**src/rtl/in_feature_loader_if.sv**
```systemverilog
// Bus bundle between the pixel stream source, the input-feature loader and the
// in_feature dual-port RAM write ports.
interface in_feature_loader_if #(
    parameter int DATA_WIDTH = 16,
    parameter int ADDR_WIDTH = 9
);
    logic [DATA_WIDTH-1:0] s_data;
    logic                  s_valid;
    logic                  s_last;
    logic                  s_ready;
    logic [ADDR_WIDTH-1:0] address_a;
    logic [ADDR_WIDTH-1:0] address_b;
    logic [DATA_WIDTH-1:0] data_a;
    logic [DATA_WIDTH-1:0] data_b;
    logic                  wren_a;
    logic                  wren_b;
    logic                  rden_a;
    logic                  rden_b;

    // Stream source side; also observes the RAM port traffic.
    modport master (
        output s_data, s_valid, s_last,
        input  s_ready,
        input  address_a, address_b, data_a, data_b,
        input  wren_a, wren_b, rden_a, rden_b
    );

    // Loader side: consumes the stream and drives the RAM write ports.
    modport slave (
        input  s_data, s_valid, s_last,
        output s_ready,
        output address_a, address_b, data_a, data_b,
        output wren_a, wren_b, rden_a, rden_b
    );
endinterface

```
**src/rtl/in_feature_loader.sv**
```systemverilog
// Writer side of the layer-1 input-feature RAM. Packs the pixel stream into
// pair writes on RAM ports a/b, then hands the RAM to the network and holds
// net_enable until the final layer reports done.
//
// state | meaning
// IDLE  | waiting for enable, stream not accepted
// LOAD  | accepting pixels, writing completed pairs one cycle later
// FINAL | even frame: last pair write on the RAM ports, stream closed
// FLUSH | odd frame: lone last pixel written on port a only
// DRAIN | one idle cycle so the last RAM write completes
// RUN   | network owns the RAM, net_enable high until net_done
// DONE  | RAM returned to loader, frame counted, re-arm on enable
module in_feature_loader #(
    parameter int DATA_WIDTH  = 16,
    parameter int ADDR_WIDTH  = 9,
    parameter int FRAME_WORDS = 400
) (
    input  logic                 clock,
    input  logic                 reset,
    in_feature_loader_if.slave   bus,
    input  logic                 enable,
    input  logic                 net_done,
    output logic                 loader_owns_ram,
    output logic                 net_enable,
    output logic                 frame_error,
    output logic [15:0]          frame_count
);
    // One extra bit so a full 2**ADDR_WIDTH frame still counts without aliasing.
    localparam int               CNT_W     = ADDR_WIDTH + 1;
    localparam logic [CNT_W-1:0] LAST_IDX  = CNT_W'(FRAME_WORDS - 1);
    localparam bit               ODD_FRAME = (FRAME_WORDS % 2) == 1;

    typedef enum logic [2:0] {
        IDLE, LOAD, FINAL, FLUSH, DRAIN, RUN, DONE
    } state_t;

    state_t                state;
    state_t                state_nxt;
    logic [CNT_W-1:0]      pix_cnt;
    logic [DATA_WIDTH-1:0] hold_reg;
    logic                  accept;
    logic                  at_last;

    assign accept     = bus.s_valid && (state == LOAD);
    assign at_last    = (pix_cnt == LAST_IDX);
    assign bus.rden_a = 1'b0;
    assign bus.rden_b = 1'b0;

    // State register.
    always_ff @(posedge clock) begin
        if (reset) state <= IDLE;
        else       state <= state_nxt;
    end

    // Next-state decode and state-level outputs.
    always_comb begin
        state_nxt       = state;
        bus.s_ready     = 1'b0;
        net_enable      = 1'b0;
        loader_owns_ram = 1'b1;
        case (state)
            IDLE:  if (enable) state_nxt = LOAD;
            LOAD: begin
                bus.s_ready = 1'b1;
                if (bus.s_valid && at_last) state_nxt = ODD_FRAME ? FLUSH : FINAL;
            end
            FINAL: state_nxt = DRAIN;
            FLUSH: state_nxt = DRAIN;
            DRAIN: state_nxt = RUN;
            RUN: begin
                net_enable      = 1'b1;
                loader_owns_ram = 1'b0;
                if (net_done) state_nxt = DONE;
            end
            DONE:    state_nxt = enable ? LOAD : IDLE;
            default: state_nxt = IDLE;
        endcase
    end

    // Pixel counting, pair packing, registered RAM writes, error and frame tracking.
    // The lone odd-frame pixel is written straight from the stream on acceptance,
    // so its write lands in FLUSH with the same value hold_reg captures.
    always_ff @(posedge clock) begin
        if (reset) begin
            pix_cnt       <= '0;
            hold_reg      <= '0;
            bus.wren_a    <= 1'b0;
            bus.wren_b    <= 1'b0;
            bus.address_a <= '0;
            bus.address_b <= '0;
            bus.data_a    <= '0;
            bus.data_b    <= '0;
            frame_error   <= 1'b0;
            frame_count   <= '0;
        end else begin
            bus.wren_a <= 1'b0;
            bus.wren_b <= 1'b0;
            if (accept) begin
                pix_cnt <= pix_cnt + CNT_W'(1);
                if (bus.s_last != at_last) frame_error <= 1'b1;
                if (pix_cnt[0]) begin
                    bus.wren_a    <= 1'b1;
                    bus.wren_b    <= 1'b1;
                    bus.address_a <= {pix_cnt[ADDR_WIDTH-1:1], 1'b0};
                    bus.data_a    <= hold_reg;
                    bus.address_b <= pix_cnt[ADDR_WIDTH-1:0];
                    bus.data_b    <= bus.s_data;
                end else begin
                    hold_reg <= bus.s_data;
                    if (at_last) begin
                        bus.wren_a    <= 1'b1;
                        bus.address_a <= pix_cnt[ADDR_WIDTH-1:0];
                        bus.data_a    <= bus.s_data;
                    end
                end
            end
            if (state == RUN && net_done) frame_count <= frame_count + 16'd1;
            if (state == DONE) pix_cnt <= '0;
        end
    end
endmodule

```
**src/flat_wrapper.sv**
```systemverilog
// flat-port wrapper written by rule: the top's interface ports become plain ports
module in_feature_loader_flat 
#(
    parameter int DATA_WIDTH  = 16,
    parameter int ADDR_WIDTH  = 9,
    parameter int FRAME_WORDS = 400
)
  (clock, reset, enable, net_done, loader_owns_ram, net_enable, frame_error, frame_count, bus_s_data, bus_s_valid, bus_s_last, bus_s_ready, bus_address_a, bus_address_b, bus_data_a, bus_data_b, bus_wren_a, bus_wren_b, bus_rden_a, bus_rden_b);
  in_feature_loader_if #(.DATA_WIDTH(DATA_WIDTH), .ADDR_WIDTH(ADDR_WIDTH)) bus_i ();
  input  logic clock;
  input  logic reset;
  input  logic enable;
  input  logic net_done;
  output logic loader_owns_ram;
  output logic net_enable;
  output logic frame_error;
  output logic [15:0] frame_count;
  input wire logic [$bits(bus_i.s_data)-1:0] bus_s_data;
  input wire logic [$bits(bus_i.s_valid)-1:0] bus_s_valid;
  input wire logic [$bits(bus_i.s_last)-1:0] bus_s_last;
  output wire logic [$bits(bus_i.s_ready)-1:0] bus_s_ready;
  output wire logic [$bits(bus_i.address_a)-1:0] bus_address_a;
  output wire logic [$bits(bus_i.address_b)-1:0] bus_address_b;
  output wire logic [$bits(bus_i.data_a)-1:0] bus_data_a;
  output wire logic [$bits(bus_i.data_b)-1:0] bus_data_b;
  output wire logic [$bits(bus_i.wren_a)-1:0] bus_wren_a;
  output wire logic [$bits(bus_i.wren_b)-1:0] bus_wren_b;
  output wire logic [$bits(bus_i.rden_a)-1:0] bus_rden_a;
  output wire logic [$bits(bus_i.rden_b)-1:0] bus_rden_b;
  assign bus_i.s_data = bus_s_data;
  assign bus_i.s_valid = bus_s_valid;
  assign bus_i.s_last = bus_s_last;
  assign bus_s_ready = bus_i.s_ready;
  assign bus_address_a = bus_i.address_a;
  assign bus_address_b = bus_i.address_b;
  assign bus_data_a = bus_i.data_a;
  assign bus_data_b = bus_i.data_b;
  assign bus_wren_a = bus_i.wren_a;
  assign bus_wren_b = bus_i.wren_b;
  assign bus_rden_a = bus_i.rden_a;
  assign bus_rden_b = bus_i.rden_b;
  in_feature_loader #(.DATA_WIDTH(DATA_WIDTH), .ADDR_WIDTH(ADDR_WIDTH), .FRAME_WORDS(FRAME_WORDS)) u_core (.clock(clock), .reset(reset), .bus(bus_i), .enable(enable), .net_done(net_done), .loader_owns_ram(loader_owns_ram), .net_enable(net_enable), .frame_error(frame_error), .frame_count(frame_count));
endmodule
```
**config.mk**
```make
export PLATFORM = sky130hd
export DESIGN_NAME = in_feature_loader_flat
export DESIGN_NICKNAME = d
export VERILOG_FILES = /design/src/rtl/in_feature_loader_if.sv /design/src/rtl/in_feature_loader.sv /design/src/flat_wrapper.sv
export SDC_FILE = /design/constraint.sdc
export NUM_CORES = 1
export LEC_CHECK = 0
export ABC_AREA = 1
export BUFFER_PORTS_ARGS = -buffer_cell sky130_fd_sc_hd__buf_2
export CORE_ASPECT_RATIO = 1.25
export CORE_UTILIZATION = 56
export CTS_BUF_LIST = sky130_fd_sc_hd__clkbuf_8
export CTS_CLUSTER_SIZE = 20
export DETAILED_ROUTE_END_ITERATION = 10
export GPL_TIMING_DRIVEN = 0
export PLACE_DENSITY = 0.79
export SLEW_MARGIN = 20
export SYNTH_ARGS = -nofsm -noshare
export SYNTH_HDL_FRONTEND = slang
export SYNTH_SLANG_ARGS = --single-unit
```
**constraint.sdc**
```tcl
create_clock -name clock -period 1.5 [get_ports clock]
set_input_delay 0.075 -clock clock [delete_from_list [all_inputs] [get_ports clock]]
set_output_delay 0.075 -clock clock [all_outputs]
set_load 0.03 [all_outputs]
```
==> results of run 1 <==
## through the flow
stage                     setup TNS (ps)  instances  setup slack, ps  hold WS [ps]
after floorplan                        0        566             1.35           219
after global placement             -1570        747            -77.4           356
after detailed placement           -2420        747             -140           360
after CTS                              0        779             17.3          2.31
after global routing                -311        787            -51.4          2.57
final                                  0        787             63.6        0.0931
## cell usage after synthesis, types with 3 or more instances
cell / n
nand2_2: 5
buf_4: 7
o21a_1: 5
a21oi_1: 55
dfxtp_1: 97
mux2i_1: 16
buf_2: 8
nand3_1: 46
o21ai_0: 11
nand4_1: 8
nand2_1: 127
clkbuf_1: 10
nor3_1: 10
inv_1: 44
nand3_2: 3
nor2_1: 83
buf_6: 3
## kinds of logic after synthesis
| group | count (synthesis) | share of synthesized area (%) |
|---|---|---|
| xor gates and xnor gates | 1 | 0.210 |
| buffers and inverters | 77 | 8.33 |
| DFF | 97 | 46.5 |
| muxes | 16 | 3.83 |
| other | 1 | 0.0898 |
| adders and majority gates | 2 | 0.599 |
| AOI/OAI and AO/OA | 77 | 9.76 |
| and+or+nand+nor | 293 | 30.7 |
## worst max-delay path, stage by stage (launching register included)
cell	delay [ps]
dfxtp_4	390
nor2_4	150
and3_1	180
buf_4	150
nand2_2	120
buf_6	180
nand2_1	70
a21oi_1	60
## metal layers
metal  routed length, um  track usage, %  vias up
li1                    -               -     2077
met1                4610            34.3     1935
met2                5760            48.5      157
met3                 601            4.07       15
met4                 149            12.6        0
met5                   0               0        -
## power by group through the flow
stage                     clock (W)  sequential, W  combinational (W)
after global routing        0.00174        0.00272           0.000771
final                       0.00159        0.00271           0.000717
after global placement            0        0.00275           0.000621
after floorplan                   0        0.00281           0.000391
after detailed placement          0        0.00276           0.000631
after CTS                   0.00162        0.00270           0.000670
## area by class of cell
class / count / share of cell area [%]
flip-flops and latches: 97 / 37.0
multi-input cells: 393 / 37.7
plain buffers: 30 / 3.73
repair buffers: 114 / 12.6
clock buffers: 9 / 2.34
well taps: 90 / 2.13
clock inverters: 7 / 1.11
inverters: 47 / 3.38
## worst paths after layout
check                     startpoint                    end  slack [ps]  cells after the start
setup / recovery     u_core.state[2]     u_core.hold_reg[8]          60                      7
setup reg to reg     u_core.state[2]     u_core.hold_reg[8]          60                      7
hold reg to reg   u_core.frame_error     u_core.frame_error         460                      2
hold / removal        bus_s_data[12]  u_core.bus.data_b[12]        0.09                      3
## cell usage in the layout, fill, tap and decap left out, types with 4 or more instances in the layout
| master | n |
|---|---|
| a21oi_1 | 55 |
| buf_2 | 93 |
| buf_4 | 15 |
| buf_6 | 5 |
| clkbuf_1 | 7 |
| clkbuf_4 | 4 |
| clkbuf_8 | 9 |
| dfxtp_1 | 88 |
| dfxtp_2 | 6 |
| dlygate4sd3_1 | 15 |
| inv_1 | 43 |
| mux2i_1 | 16 |
| nand2_1 | 126 |
| nand2_2 | 4 |
| nand3_1 | 45 |
| nand3_4 | 4 |
| nand4_1 | 8 |
| nor2_1 | 79 |
| nor2_2 | 5 |
| nor2_4 | 4 |
| nor3_1 | 9 |
| o21a_1 | 5 |
| o21ai_0 | 10 |
## timing repair
item | 4_1_cts | 5_1_grt
pin swaps | 1 | 8
resized for setup | 7 | 42
setup endpoints to repair | 38 | 67
hold buffers | 15 | 0
cloned | 0 | 1
hold endpoints to repair | 29 | 0
buffers inserted | 1 | 7
==> results.json, run 1 <==
{
  "synth-edff-count": 0,
  "grt_max_degree": 19,
  "critPathMaxFanout": 10,
  "fin_area_mm2": 0.00530,
  "comb_power_share_pct": 14.3,
  "cts_buffer_depth": 2,
  "num_antenna_cells": 0,
  "multi_input_area_mm2": 0.00200,
  "start_util_pct": 58.8,
  "wirelength_um": 11100,
  "die_width_um": 79.3,
  "slew_headroom_pct": 51.6,
  "power_switching_w": 0.00148,
  "p_clk_share_pct": 31.7,
  "io_pins": 96,
  "synth.largest_area_cell": "dfxtp_1",
  "grt_pass1_wl_um": 17200,
  "p_per_area_mw_per_mm2": 947,
  "dieArea_mm2": 0.00781,
  "drc_errors": 0,
  "htreeDepth": 3,
  "synth_ff_type": "dfxtp_1",
  "crit_path_end_kind": "flip-flop",
  "syn_area_mm2": 0.00418,
  "drt_iter0_drc": 213,
  "io_buffers": 91,
  "async_flop_share_pct": 0,
  "seq_area_mm2": 0.00196,
  "gr-total-overflow": 0,
  "fillers": 552,
  "total_power_w": 0.00502,
  "post-route-util_pct": 74.6,
  "routedWlPerCell_um": 14.1,
  "place_congestion": 0.855,
  "drt_first_pass_iters": 6,
  "clock_latency_ps": 380,
  "dp_hpwl_um": 7590,
  "clock_sinks": 97,
  "layout-drive-gt1-share_pct": 25.1,
  "p_leak_nw": 2.35,
  "cts_inserted_buffers": 9,
  "hold_violations": 0,
  "synthDistinctLibCells": 36,
  "cap_violations": 0,
  "ys_ff_latch": 97,
  "fmax_mhz": 696,
  "finalClockSkew_ps": 14.0,
  "placedInstanceArea_mm2": 0.00476,
  "worst_setup_path_start_kind": "flip-flop",
  "yosys_warnings": 0,
  "postRouteAntennaNets": 0,
  "root_buffer": "clkbuf_8",
  "fin_crit_ps": 1440,
  "clk_pin_slew_ps": 110,
  "rows": 34,
  "crit_arrival_ps": 1690,
  "antenna_found_initial": 0,
  "flow.area_growth_from_synthesis_pct": 26.8,
  "yosys-top-cells-area": "dfxtp_1, nand2_1, nor2_1",
  "p_int_w": 0.00354,
  "outcome": "completed",
  "grt_pass1_vias": 3719,
  "layout_worst_path_cycle_share_pct": 95.8,
  "min_path_type": "input pin to flip-flop",
  "via_count": 4184,
  "setup_violations": 0,
  "p_sw_share_pct": 29.4,
  "syn_inst": 564,
  "via_per_inst": 5.32,
  "nets": 716,
  "cp.required_ps": 1750,
  "synth_top_area_share_pct": 46.5,
  "fp.coreArea_mm2": 0.00710,
  "ys_seq_area_share_pct": 46.5,
  "grt_usage_pct": 28.1,
  "ir_drop_mv": 0.545,
  "p_seq_share_pct": 54.0,
  "maxSlewViolCount": 0,
  "synth_area_per_cell_um2": 7.41,
  "worst_pin_slew_ps": 726,
  "criticalPathCategory": "flip-flop to flip-flop",
  "cts_tree": "yes",
  "die_y_um": 98.6,
  "rsz0062_at_grt": "true"
}
No activity file was read; power rests on OpenSTA's default activity.
==> run 2, diff against run 1 <==
- CORE_UTILIZATION: 56 -> 30
- PLACE_DENSITY: 0.79 -> 0.47
==> results.json, run 2 (synthesis gave the netlist of run 1 again) <==
{
  "crit_buf_inv": 1,
  "min_path_type": "input pin to flip-flop",
  "slew_headroom_pct": 52.1,
  "critPathMaxStageDelay_ps": 390,
  "p_clk_share_pct": 36.9,
  "outcome": "completed",
  "dieArea_mm2": 0.0144,
  "holdPathStages": 5,
  "worst_pin_slew_ps": 719,
  "num_antenna_cells": 0,
  "grt.busiest_layer": "met2",
  "finalClockSkew_ps": 13.6,
  "cp.required_ps": 1780,
  "placedInstanceArea_mm2": 0.00486,
  "whs_endpoint": "u_core.frame_error",
  "grt_max_degree": 19,
  "seq_area_mm2": 0.00196,
  "cap_violations": 0,
  "via_count": 4062,
  "crit_path_end_kind": "flip-flop",
  "worst_setup_path_start_kind": "flip-flop",
  "cts_buffer_depth": 2,
  "p_sw_share_pct": 28.7,
  "start_util_pct": 31.2,
  "clock_latency_ps": 390,
  "multi_input_area_mm2": 0.00201,
  "comb_power_share_pct": 13.6,
  "grt_pass1_wl_um": 19000,
  "p_per_area_mw_per_mm2": 982,
  "wirelength_um": 12200,
  "drt_iter0_drc": 204,
  "crit_family": "simple AND/OR/NAND/NOR gates",
  "criticalPathCategory": "flip-flop to flip-flop",
  "maxSlewViolCount": 0,
  "layout_worst_path_cycle_share_pct": 97.5,
  "gr-total-overflow": 0,
  "nets": 725,
  "fmax_mhz": 684,
  "p_seq_share_pct": 49.5,
  "clock_sinks": 97,
  "routedWlPerCell_um": 14.0,
  "hold_violations": 0,
  "rsz0062_at_grt": "true",
  "p_leak_nw": 2.42,
  "die_width_um": 108,
  "met3_usage_pct": 2.92,
  "hold_start": "bus_s_last",
  "flow.area_growth_from_synthesis_pct": 33.3,
  "clk_pin_slew_ps": 100,
  "final_cell_mix": "nand2_1, buf_2, dfxtp_1, nor2_1, a21oi_1",
  "timing.rr.start": "u_core.state[2]",
  "use_met2_pct": 29.2,
  "setup_violations": 0,
  "critPathMaxFanout": 10,
  "worstPathCellList": "nor2_4 > and3_4 > buf_6 > nand3_4 > o21ai_0 > nor2_1",
  "ff2ff_setup_slack_ps": 40,
  "place_inst": 828,
  "drc_errors": 0,
  "place_congestion": 0.848,
  "cts_inserted_buffers": 9,
  "htreeDepth": 3,
  "crit_arrival_ps": 1740,
  "timing.rr.end": "u_core.pix_cnt[6]",
  "p_int_w": 0.00390,
  "antenna_found_initial": 0,
  "crit_slowest_cell": "dfxtp_4",
  "met1_usage_pct": 21.6,
  "rows": 47,
  "grt_pass1_vias": 3796,
  "io_pins": 96,
  "layout-drive-gt1-share_pct": 26.2,
  "fin_cells": 877,
  "fin_crit_ps": 1460,
  "ir_drop_mv": 0.351,
  "io_buffers": 91,
  "cts_tree": "yes",
  "root_buffer": "clkbuf_8",
  "fillers": 1417,
  "via_per_inst": 4.63,
  "layout_commonest_cell": "nand2_1",
  "power_switching_w": 0.00157,
  "fp.coreArea_mm2": 0.0134,
  "die_y_um": 134,
  "drt_first_pass_iters": 4,
  "total_power_w": 0.00547,
  "ff2ff_path_depth": 6,
  "postRouteAntennaNets": 0,
  "grt_usage_pct": 17.3,
  "fin_area_mm2": 0.00557,
  "dp_hpwl_um": 8770
}
run 2: routing by layer:
metal  vias up  share of wire [%]
li1       2090                  -
met5         -                  0
met3        20                3.6
met4         0                2.0
met2        91                 49
met1      1861                 46
run 2: worst register-to-register path, stage by stage, from the launching register on:
cell and delay (ps):
dfxtp_4 390, nor2_4 180, and3_4 310, buf_6 170
nand3_4 80, o21ai_0 160, nor2_1 60
run 2: final cells by class:
class                   instances  area share [%]
multi-input cells             392            36.0
flip-flops and latches         97            35.2
repair buffers                125            13.8
well taps                     171            3.84
plain buffers                  29            3.75
inverters                      47            3.26
clock buffers                   9            2.22
clock inverters                 7            1.91
run 2: how the worst max path moves through the flow:
stage	startpoint	to	slack [ps]	cells after the start
2_1_floorplan	u_core.frame_count[0]	u_core.frame_count[14]	1	8
3_3_place_gp	u_core.pix_cnt[1]	u_core.bus.data_a[5]	-140	10
3_5_place_dp	u_core.pix_cnt[1]	u_core.bus.data_a[1]	-170	10
4_1_cts	u_core.pix_cnt[8]	u_core.bus.address_a[5]	0.03	8
5_1_grt	u_core.pix_cnt[8]	u_core.bus.data_a[12]	-30	8
6_report	u_core.state[2]	u_core.pix_cnt[6]	40	6
run 2: through the flow:
step           hold WS (ps)  setup slack, ps  TNS [ps]  utilization, %
2_1_floorplan           219             1.35         0               -
3_3_place_gp            358             -138     -3220            36.2
3_5_place_dp            361             -167     -4990            36.2
4_1_cts                48.0           0.0262         0            39.9
5_1_grt                78.5            -33.9      -199            41.5
6_report               67.0             38.2         0            41.5
run 2: repair_timing:
action | in CTS | in global routing
setup buffers | 7 | 10
gates cloned | 0 | 1
hold endpoints to repair | 32 | 0
setup endpoints to repair | 71 | 65
hold buffers | 16 | 0
gates resized for setup | 12 | 49
pin swaps | 4 | 11
run 2: power by group through the flow:
| stage | clock network, W | logic, W | registers (W) |
|---|---|---|---|
| after floorplan | 0 | 0.000391 | 0.00281 |
| after global placement | 0 | 0.000647 | 0.00276 |
| after detailed placement | 0 | 0.000658 | 0.00276 |
| after CTS | 0.00207 | 0.000707 | 0.00270 |
| after global routing | 0.00217 | 0.000811 | 0.00272 |
| final | 0.00202 | 0.000744 | 0.00270 |
